## src/rtl/seq_restoring_divider.sv

```systemverilog
// Multi-cycle restoring divider: one quotient bit per clock, MSB first, with
// valid/ready handshakes on the operand and result sides.
module seq_restoring_divider #(
  parameter int DW = 8,
  parameter int VW = 4
) (
  input  logic          clk,
  input  logic          rst,
  input  logic          in_valid,
  output logic          in_ready,
  input  logic [DW-1:0] dividend,
  input  logic [VW-1:0] divisor,
  output logic          out_valid,
  input  logic          out_ready,
  output logic [DW-1:0] quotient,
  output logic [VW-1:0] remainder,
  output logic          div_by_zero,
  output logic          busy,
  output logic [1:0]    dbg_state_o
);

  // Handshakes: a transfer happens on a rising edge where valid && ready.
  // The producer holds valid and its data until that edge, and the consumer
  // may raise or drop ready freely.

  localparam int CW = (DW > 1) ? $clog2(DW) : 1;

  typedef enum logic [1:0] {
    S_IDLE = 2'd0,
    S_CALC = 2'd1,
    S_DONE = 2'd2
  } state_t;

  state_t        state_q, state_d;
  logic [CW-1:0] count_q, count_d;
  logic [DW-1:0] dvd_q, dvd_d;
  logic [VW-1:0] dvs_q, dvs_d;
  logic [VW-1:0] prem_q, prem_d;
  logic [DW-1:0] qwork_q, qwork_d;
  logic [DW-1:0] quot_q, quot_d;
  logic [VW-1:0] rem_q, rem_d;
  logic          dbz_q, dbz_d;

  logic [VW:0]   trial;
  logic [VW-1:0] diff;
  logic [VW-1:0] prem_next;
  logic [DW-1:0] qnext;
  logic          ge;

  always_ff @(posedge clk or posedge rst) begin
    if (rst) begin
      state_q <= S_IDLE;
      count_q <= '0;
      dvd_q   <= '0;
      dvs_q   <= '0;
      prem_q  <= '0;
      qwork_q <= '0;
      quot_q  <= '0;
      rem_q   <= '0;
      dbz_q   <= 1'b0;
    end else begin
      state_q <= state_d;
      count_q <= count_d;
      dvd_q   <= dvd_d;
      dvs_q   <= dvs_d;
      prem_q  <= prem_d;
      qwork_q <= qwork_d;
      quot_q  <= quot_d;
      rem_q   <= rem_d;
      dbz_q   <= dbz_d;
    end
  end

  // The partial remainder is always < divisor, so VW bits hold it; only the
  // shifted trial value needs the extra bit. The difference is < 2^VW, so
  // its low VW bits are exact.
  always_comb begin
    trial     = {prem_q, dvd_q[count_q]};
    ge        = (trial >= {1'b0, dvs_q});
    diff      = trial[VW-1:0] - dvs_q;
    prem_next = ge ? diff : trial[VW-1:0];
    qnext     = qwork_q;
    qnext[count_q] = ge;
  end

  always_comb begin
    state_d = state_q;
    count_d = count_q;
    dvd_d   = dvd_q;
    dvs_d   = dvs_q;
    prem_d  = prem_q;
    qwork_d = qwork_q;
    quot_d  = quot_q;
    rem_d   = rem_q;
    dbz_d   = dbz_q;
    case (state_q)
      S_IDLE: begin
        if (in_valid) begin
          dvd_d   = dividend;
          dvs_d   = divisor;
          count_d = CW'(DW - 1);
          prem_d  = '0;
          qwork_d = '0;
          state_d = S_CALC;
        end
      end
      S_CALC: begin
        // A zero divisor spends a single cycle here so its result lands one
        // edge after acceptance.
        if (dvs_q == '0) begin
          quot_d  = '1;
          rem_d   = '0;
          dbz_d   = 1'b1;
          state_d = S_DONE;
        end else begin
          prem_d  = prem_next;
          qwork_d = qnext;
          if (count_q == '0) begin
            quot_d  = qnext;
            rem_d   = prem_next;
            dbz_d   = 1'b0;
            state_d = S_DONE;
          end else begin
            count_d = count_q - CW'(1);
          end
        end
      end
      S_DONE: begin
        if (out_ready) state_d = S_IDLE;
      end
      default: state_d = S_IDLE;
    endcase
  end

  assign in_ready    = (state_q == S_IDLE);
  assign out_valid   = (state_q == S_DONE);
  assign busy        = (state_q != S_IDLE);
  assign quotient    = quot_q;
  assign remainder   = rem_q;
  assign div_by_zero = dbz_q;
  assign dbg_state_o = state_q;

endmodule
```

## config.mk

```make
export PLATFORM = sky130hd
export DESIGN_NAME = seq_restoring_divider
export DESIGN_NICKNAME = d
export VERILOG_FILES = /design/src/rtl/seq_restoring_divider.sv
export SDC_FILE = /design/constraint.sdc
export NUM_CORES = 1
export LEC_CHECK = 0
export CORE_MARGIN = 1.5
export CORE_UTILIZATION = 50
export CTS_CLUSTER_SIZE = 10
export DETAILED_ROUTE_END_ITERATION = 10
export DONT_BUFFER_PORTS = 1
export PLACE_DENSITY = 0.65
export SLEW_MARGIN = 20
export SYNTH_ARGS = -nofsm -noshare
export SYNTH_HDL_FRONTEND = slang
export SYNTH_SLANG_ARGS = --single-unit
```

## constraint.sdc

```tcl
create_clock -name clk -period 5.3 [get_ports clk]
set_input_delay 0.53 -clock clk [delete_from_list [all_inputs] [get_ports clk]]
set_output_delay 0.53 -clock clk [all_outputs]
set_load 0.02 [all_outputs]
```

* Yosys cells after proc, flatten, opt, wreduce, memory -nomap -nowiden
Index checks and enable logic that the tools add are counted.
Operators by class: $lt $le $gt $ge 3, reduce and logical (&&, ||, !) cells 12, equal/unequal tests 7, multiplexer cells 27, $add $sub $neg 2
Operators with widths (count):
- 8-bit two-way mux | 4
- 4-bit two-way mux | 5
- 8-bit case mux with 2 select lines | 1
- 3-bit two-way mux | 3
- 8-bit bitwise mux | 1
- 2-bit two-way mux | 4
- 4-bit case mux with 2 select lines | 1
- 2-bit inequality test (second input constant) | 3
- 2-bit case mux with 3 select lines | 1
- 3-bit case mux with 2 select lines | 1
- 3-bit AND reduction | 2
- 2-bit nonzero test | 3
- 5-bit by 4-bit >= comparator with 1-bit output | 1
- 4-bit logical NOT | 1
- 3-bit by 4-bit < comparator with 1-bit output (second input constant) | 1
- 1-bit two-way mux | 4
- 2-bit AND reduction | 2
- 4-bit AND reduction | 1
- 4-bit subtractor | 1
- 1-bit binary-select mux with 3-bit select | 1
- 1-bit demux with 3-bit select | 1
- 3-bit by 1-bit >= comparator with 1-bit output (second input constant) | 1
- 3-bit logical NOT | 1
- 3-bit inequality test (second input constant) | 1
- other kinds (6) | 6
Storage, ports and cells: input bits 16, logic and storage cells 60, flip-flop bits (word level) 42

* Logic depth before layout (Yosys ltp)
Gate-level depths: netlist of the first run.
depth after elaboration 7, gate-level depth with buffers 10

* Worst setup path before layout of the first run
Ideal clock, no wire load.
kind flip-flop to flip-flop, from register count_q[0], to register rem_q[2], in the netlist remainder[2], path slack 2.837 ns, clock period less this slack 2.463 ns, stages on the path, launching flop included 10, required time 5.174 ns, path buffers 0, arrival 2.336 ns, cell sequence dfrtp_1 mux4_2 mux2_2 inv_1 ha_1 inv_1 fa_1 xnor2_1 nor4_1 a311o_1
On the way: cells in the longest elaborated chain, start to end 6
RTL lines:
- from (decl) | line 35 | logic [CW-1:0] count_q, count_d;
- from (signal assigned) | line 63 | count_q <= count_d;
- 1-bit binary-select mux with 3-bit select | line 78 | trial = {prem_q, dvd_q[count_q]};
- 1-bit two-way mux (not written as such) | line 78
- 4-bit subtractor or 5-bit by 4-bit >= comparator with 1-bit output (tied branches) | line 80, 79
- 4-bit two-way mux | line 81 | prem_next = ge ? diff : trial[VW-1:0];
- 4-bit two-way mux | line 118 | if (count_q == '0) begin
- 4-bit two-way mux | line 110 | if (dvs_q == '0) begin
- to (signal assigned) | line 69 | rem_q <= rem_d;
- to (decl) | line 41 | logic [VW-1:0] rem_q, rem_d;
Several ways; a longest one is shown, not always the timed one. The select of a mux whose other input is x is not followed. A chain may end at the register's enable or synchronous reset.

* Worst setup path in the final report of the first run
Same ends and word-level chain as after synthesis.

==> results.sh, run 1 <==
export IMPL_post_dp_hpwl_microns=3300
export IMPL_drv_cap=0
export IMPL_final_cells=264
export IMPL_cts_tree="done"
export IMPL_rsz0062_at_grt="no"
export IMPL_setup_worst_path_end_class="flop"
export IMPL_fin_nets=234
export IMPL_crit_required_ps=5470
export IMPL_synth_compound_area_share_pct=17.2
export IMPL_io_pins=34
export IMPL_synth_top_family_by_area="compound AO/OA/AOI/OAI gates"
export IMPL_n_antenna_cell=0
export IMPL_crit_path_max_fanout=12
export IMPL_worstSetupPathType="flop to flop"
export IMPL_p_leak_nw=0.984
export IMPL_drtAntennaViolNets=0
export IMPL_yosysWarnings=0
export IMPL_globalRouteTotalUtil_pct=19.8
export IMPL_fin_crit_sh_pct=55.1
export IMPL_ys_seq_area_share_pct=46.5
export IMPL_cts_setup_buffers=0
export IMPL_syn_nets=235
export IMPL_die_w_microns=70.2
export IMPL_hold_buffers=0
export IMPL_gp_congestion=0.863
export IMPL_drt_iter0_markers=98
export IMPL_synth_avg_cell_area_sq_um=10.7
export IMPL_cts_sinks=42
export IMPL_fmax_mhz=343
export IMPL_synth_edf_count=0
export IMPL_antenna_found_initial=0
export IMPL_port_buffers=0
export IMPL_clk_pin_slew_worst_paths_ps=80
export IMPL_fin_setup_tns_ps=0
export IMPL_layout_min_cycle_time_ps=2920
export IMPL_ys_types=52
export IMPL_powerDensity_mw_per_mm2=745
export IMPL_fin_util_pct=54.3
export IMPL_core_area_sq_mm=0.00435
export IMPL_first_pass_iters=4
export IMPL_grt_max_degree=43
export IMPL_cpMaxStageDelayCell="dfrtp_1"
export IMPL_synthMuxAreaShare_pct=8.97
export IMPL_drive_gt1_share_pct=16.0
export IMPL_synth_xor_area_share_pct=0.388
export IMPL_synth_fa_ha_area_share_pct=4.21
export IMPL_die_area_sq_mm=0.00493
export IMPL_vias_per_cell=6.31
export IMPL_crit_chain="mux4_2 > mux2_2 > inv_1 > ha_1 > inv_1 > fa_1 > xnor2_1 > nor4_1 > a311o_1"
export IMPL_synth_ff_type="dfrtp_1"
export IMPL_final_fill_count=393
export IMPL_grt_pass1_vias=1663
export IMPL_rows=24
export IMPL_die_y_microns=70.2
export IMPL_ys_ff_latch=42
export IMPL_synthSimpleGateAreaFrac_pct=16.2
export IMPL_drc_errors=0
export IMPL_synth_async_sr_flop_share_pct=100
export IMPL_report_power_total_w=0.00176
export IMPL_hold_ws_ps=266
export IMPL_cp_num_buf_inv=2
export IMPL_cp_start_kind="flop"
export IMPL_synth_area_sq_mm=0.00226
export IMPL_routedWlPerCell_microns=17.7
export IMPL_root_buffer="clkbuf_8"
export IMPL_cts_path_max_buffers=2
export IMPL_critPathTopFamily="multiplexers"
export IMPL_synthCells=212
export IMPL_status="complete, no violations"
export IMPL_grt_overflow=0
export IMPL_grt_first_pass_wirelength_microns=7800
export IMPL_worst_hold_path_type="primary input to async pin"
export IMPL_cts_inserted_buffers=5
export IMPL_worst_pin_slew_ps=758
export IMPL_num_vias=1666
export IMPL_maxSlewHeadroom_pct=49.5
export IMPL_finalHoldViolations=0
export IMPL_clkLatencyLatePin_ps=290
export IMPL_finalSetupViolCount=0
export IMPL_vdd_drop_max_v=0.000340
export IMPL_syn2layout_area_growth_pct=4.60
export IMPL_slew_viol_final=0
export IMPL_initial_utilization_pct=51.9
export IMPL_crit_top_cell="inv_1"
export IMPL_drt_wl_total_microns=4670
export IMPL_placedCellCount=256
export IMPL_max_stage_delay_ps=590
export IMPL_arrival_ps=3080
export IMPL_htree_num_levels=2
export IMPL_multi_input_area_sq_mm=0.00106
export IMPL_post_cts_resized=0
export IMPL_fin_skew_ps=10.3
export IMPL_regArea_sq_mm=0.00105
## cells in the mapped netlist, drive strengths merged (2+ instances only)
library cell	instances	area, sq um
o311ai	3	26.3
mux2	14	158
nor4	3	33.8
or4	2	15.0
nor3	10	50.1
or2	2	12.5
nand2	5	18.8
or3	3	18.8
a311oi	3	26.3
nand4	2	12.5
o31ai	3	22.5
buf	9	75.1
ha	6	75.1
dfrtp	42	1050
a21oi	9	56.3
nor2	12	45.0
inv	19	71.3
mux4	2	45.0
a21boi	2	22.5
o22ai	6	37.5
nand3	12	65.1
a31oi	3	18.8
nor2b	3	18.8
o211ai	4	30.0
o21ai	12	63.8
nand2b	2	20.0
## routing by layer
metal  vias up  wire [microns]  GRT usage [%]  part of all wire, %
met2        65            2260           31.6                   48
met4         0              78           6.20                  1.7
met1       816            2040           26.7                   44
met5         -               0              0                    0
met3        10             293           4.91                  6.3
li1        775               -              -                    -
## power by group
group | switching (W) | internal [W] | total (W)
Sequential | 0.000200 | 0.000462 | 0.000662
Clock | 0.000104 | 0.000141 | 0.000245
Combinational | 0.000502 | 0.000351 | 0.000853
Total | 0.000806 | 0.000954 | 0.00176
## registers in the layout (all words and copies together) (netlist names), 2 cells and up
| name | count |
|---|---|
| remainder | 4 |
| qwork_q | 8 |
| dvs_q | 4 |
| quotient | 8 |
| prem_q | 4 |
| count_q | 3 |
| dvd_q | 8 |
| dbg_state_o | 2 |
## per-stage QoR
step                area (sq um)  worst slack [ps]
floorplan                   2260              2840
global placement            2260              2570
detailed placement          2260              2440
CTS                         2360              2410
global route                2360              2220
finish                      2360              2380
## worst paths after layout
kind,startpoint,endpoint,slack (ps),cells after the start
worst max-delay path,count_q[0],remainder[2],2380,9
worst max register to register,count_q[0],remainder[2],2380,9
min in group clk,out_ready,dbg_state_o[1],340,1
worst min register to register,dvd_q[2],dvd_q[2],510,1
worst min-delay path,rst,qwork_q[4],270,2
max in group asynchronous,rst,prem_q[3],4670,2
## kinds of logic after synthesis
| group | count (synthesis) |
|---|---|
| and+or+nand+nor | 63 |
| muxes | 16 |
| AOI/OAI and AO/OA | 55 |
| DFF | 42 |
| buffers and inverters | 28 |
| adders and majority gates | 7 |
| xor gates and xnor gates | 1 |
## cells in the final DEF, fill, tap and decap left out, drive strengths merged, types with 7 or more instances in the layout
master / synthesis / final
clkbuf: 0 / 7
nor2: 12 / 12
o21ai: 12 / 12
dfrtp: 42 / 42
a21oi: 9 / 9
inv: 19 / 19
mux2: 14 / 14
nor3: 10 / 10
nand3: 12 / 12
## cell type report
cell class,instances,share of cell area (%)
multi-input cells,142,44.9
flip-flops and latches,42,44.5
clock buffers,7,3.23
inverters,19,3.02
well taps,52,2.75
clock inverters,1,1.27
repair buffers,1,0.318
No activity file was read; power rests on OpenSTA's default activity.
==> run 2: changes to the inputs <==
==> constraint.sdc (replaced) <==
create_clock -name clk -period 2.8 [get_ports clk]
set_input_delay 0.28 -clock clk [delete_from_list [all_inputs] [get_ports clk]]
set_output_delay 0.28 -clock clk [all_outputs]
set_load 0.02 [all_outputs]
==> results.sh, run 2 (same netlist as run 1, synthesis figures left out) <==
export IMPL_status="finished, violations left"
export IMPL_violations="negative hold slack"
export IMPL_regArea_sq_mm=0.00105
export IMPL_regToRegStartpoint="count_q[0]"
export IMPL_finalHoldViolations=2
export IMPL_max_stage_delay_ps=520
export IMPL_final_cell_mix="dfrtp_1, inv_1, mux2_2"
export IMPL_vias_per_cell=6.23
export IMPL_clk_pin_slew_worst_paths_ps=80
export IMPL_drc_errors=0
export IMPL_gp_congestion=0.789
export IMPL_cp_start_kind="flop"
export IMPL_maxSlewHeadroom_pct=53.3
export IMPL_globalRouteTotalUtil_pct=21.0
export IMPL_cts_inserted_buffers=5
export IMPL_drtAntennaViolNets=0
export IMPL_layout_min_cycle_time_ps=2650
export IMPL_hold_ws_ps=-1.83
export IMPL_fin_crit_sh_pct=94.5
export IMPL_core_area_sq_mm=0.00435
export IMPL_drive_gt1_share_pct=20.6
export IMPL_report_power_total_w=0.00336
export IMPL_powerDensity_mw_per_mm2=1390
export IMPL_routedWlPerCell_microns=17.4
export IMPL_layout_commonest_cell="dfrtp_1"
export IMPL_drv_cap=0
export IMPL_timing_rr_end="remainder[2]"
export IMPL_rsz0062_at_grt="no"
export IMPL_antenna_found_initial=0
export IMPL_drt_wl_total_microns=4710
export IMPL_fin_setup_tns_ps=0
export IMPL_placedCellCount=262
export IMPL_rrSetupSlack_ps=150
export IMPL_final_cells=270
export IMPL_cts_sinks=42
export IMPL_drt_iter0_markers=103
export IMPL_worst_pin_slew_ps=693
export IMPL_die_area_sq_mm=0.00493
export IMPL_initial_utilization_pct=51.9
export IMPL_ff2ff_path_depth=9
export IMPL_final_fill_count=366
export IMPL_grt_max_degree=43
export IMPL_worstSetupPathType="flop to flop"
export IMPL_htree_num_levels=2
export IMPL_cts_path_max_buffers=2
export IMPL_crit_chain="mux4_2 > mux2_2 > inv_1 > ha_1 > inv_1 > fa_1 > xnor2_2 > nor4_1 > a311o_1"
export IMPL_crit_top_cell="inv_1"
export IMPL_multi_input_area_sq_mm=0.00107
export IMPL_crit_path_max_fanout=3
export IMPL_arrival_ps=2830
export IMPL_grt_first_pass_wirelength_microns=8160
export IMPL_setup_worst_path_end_class="flop"
export IMPL_clkLatencyLatePin_ps=300
export IMPL_port_buffers=0
export IMPL_vdd_drop_max_v=0.000621
export IMPL_crit_required_ps=2980
export IMPL_grt_pass1_vias=1785
export IMPL_cpMaxStageDelayCell="mux4_2"
export IMPL_die_y_microns=70.2
export IMPL_num_vias=1682
export IMPL_rows=24
export IMPL_grt_overflow=0
export IMPL_finalSetupViolCount=0
export IMPL_fin_nets=240
export IMPL_post_dp_hpwl_microns=3360
export IMPL_fin_skew_ps=7.88
export IMPL_fmax_mhz=378
export IMPL_die_w_microns=70.2
export IMPL_slew_viol_final=0
export IMPL_syn2layout_area_growth_pct=6.70
export IMPL_io_pins=34
export IMPL_first_pass_iters=4
export IMPL_n_antenna_cell=0
export IMPL_root_buffer="clkbuf_8"
export IMPL_cts_tree="done"
export IMPL_p_leak_nw=1.01
export IMPL_worst_hold_path_type="primary input to async pin"
## run 2: changes by cell type in the layout (fill, tap and decap cells not counted), sizes merged
| cell | previous run | this run |
|---|---|---|
| buf | 1 | 7 |
| bufinv | 1 | 0 |
| clkbuf | 7 | 6 |
| clkinv | 0 | 1 |
| clkinvlp | 0 | 1 |
## run 2: where the power goes
group	total, W	internal, W	switching [W]	leakage [nW]
combinational	0.00173	0.000727	0.00100	0.462
sequential	0.00122	0.000877	0.000341	0.506
clock	0.000409	0.000198	0.000210	0.0472
total	0.00336	0.00180	0.00155	1.01
## run 2: worst max-delay path by stage
stage | startpoint | endpoint | cells after the start | slack (ps)
detailed placement | count_q[0] | remainder[2] | 9 | 140
global route | count_q[0] | remainder[2] | 9 | 4
global placement | count_q[0] | remainder[2] | 9 | 250
finish | count_q[0] | remainder[2] | 9 | 150
floorplan | count_q[0] | remainder[2] | 9 | 340
CTS | count_q[0] | remainder[2] | 9 | 100
## run 2: timing repair
| item | in CTS | in global routing |
|---|---|---|
| setup buffers | 0 | 0 |
| hold buffers | 0 | 0 |
| endpoints found under the setup margin | 0 | 3 |
| resized for setup | 0 | 3 |
## run 2: layout make-up
cell class / instances / share of cell area, %
Clock buffer: 6 / 3.43
Clock inverter: 2 / 0.519
Inverter: 19 / 2.96
Multi-Input combinational cell: 142 / 44.6
Sequential cell: 42 / 43.6
Tap cell: 52 / 2.70
Timing Repair Buffer: 7 / 2.18
## run 2: critical path: cells and delay by family (launching register included)
kind	cells	cell delay, ps
AOI/OAI and AO/OA	1	320
muxes	2	840
buffers and inverters	2	140
DFF	1	410
and+or+nand+nor	1	70
adders and majority gates	2	590
xor gates and xnor gates	1	150
## run 2: metal layers
layer  GRT usage [%]  up-vias  part of all wire [%]
li1                -      795                     -
met2            32.5       52                    47
met4            12.6        0                   3.5
met3            5.48       18                   5.5
met1            26.4      817                    44
met5               0        -                     0
## run 2: per-stage QoR
stage	instance area [sq um]	utilization (%)	worst slack (ps)
2_1_floorplan	2260	-	337
3_3_place_gp	2300	52.9	247
3_5_place_dp	2300	52.9	135
4_1_cts	2400	55.1	98.2
6_report	2410	55.4	154
5_1_grt	2410	55.4	4.31
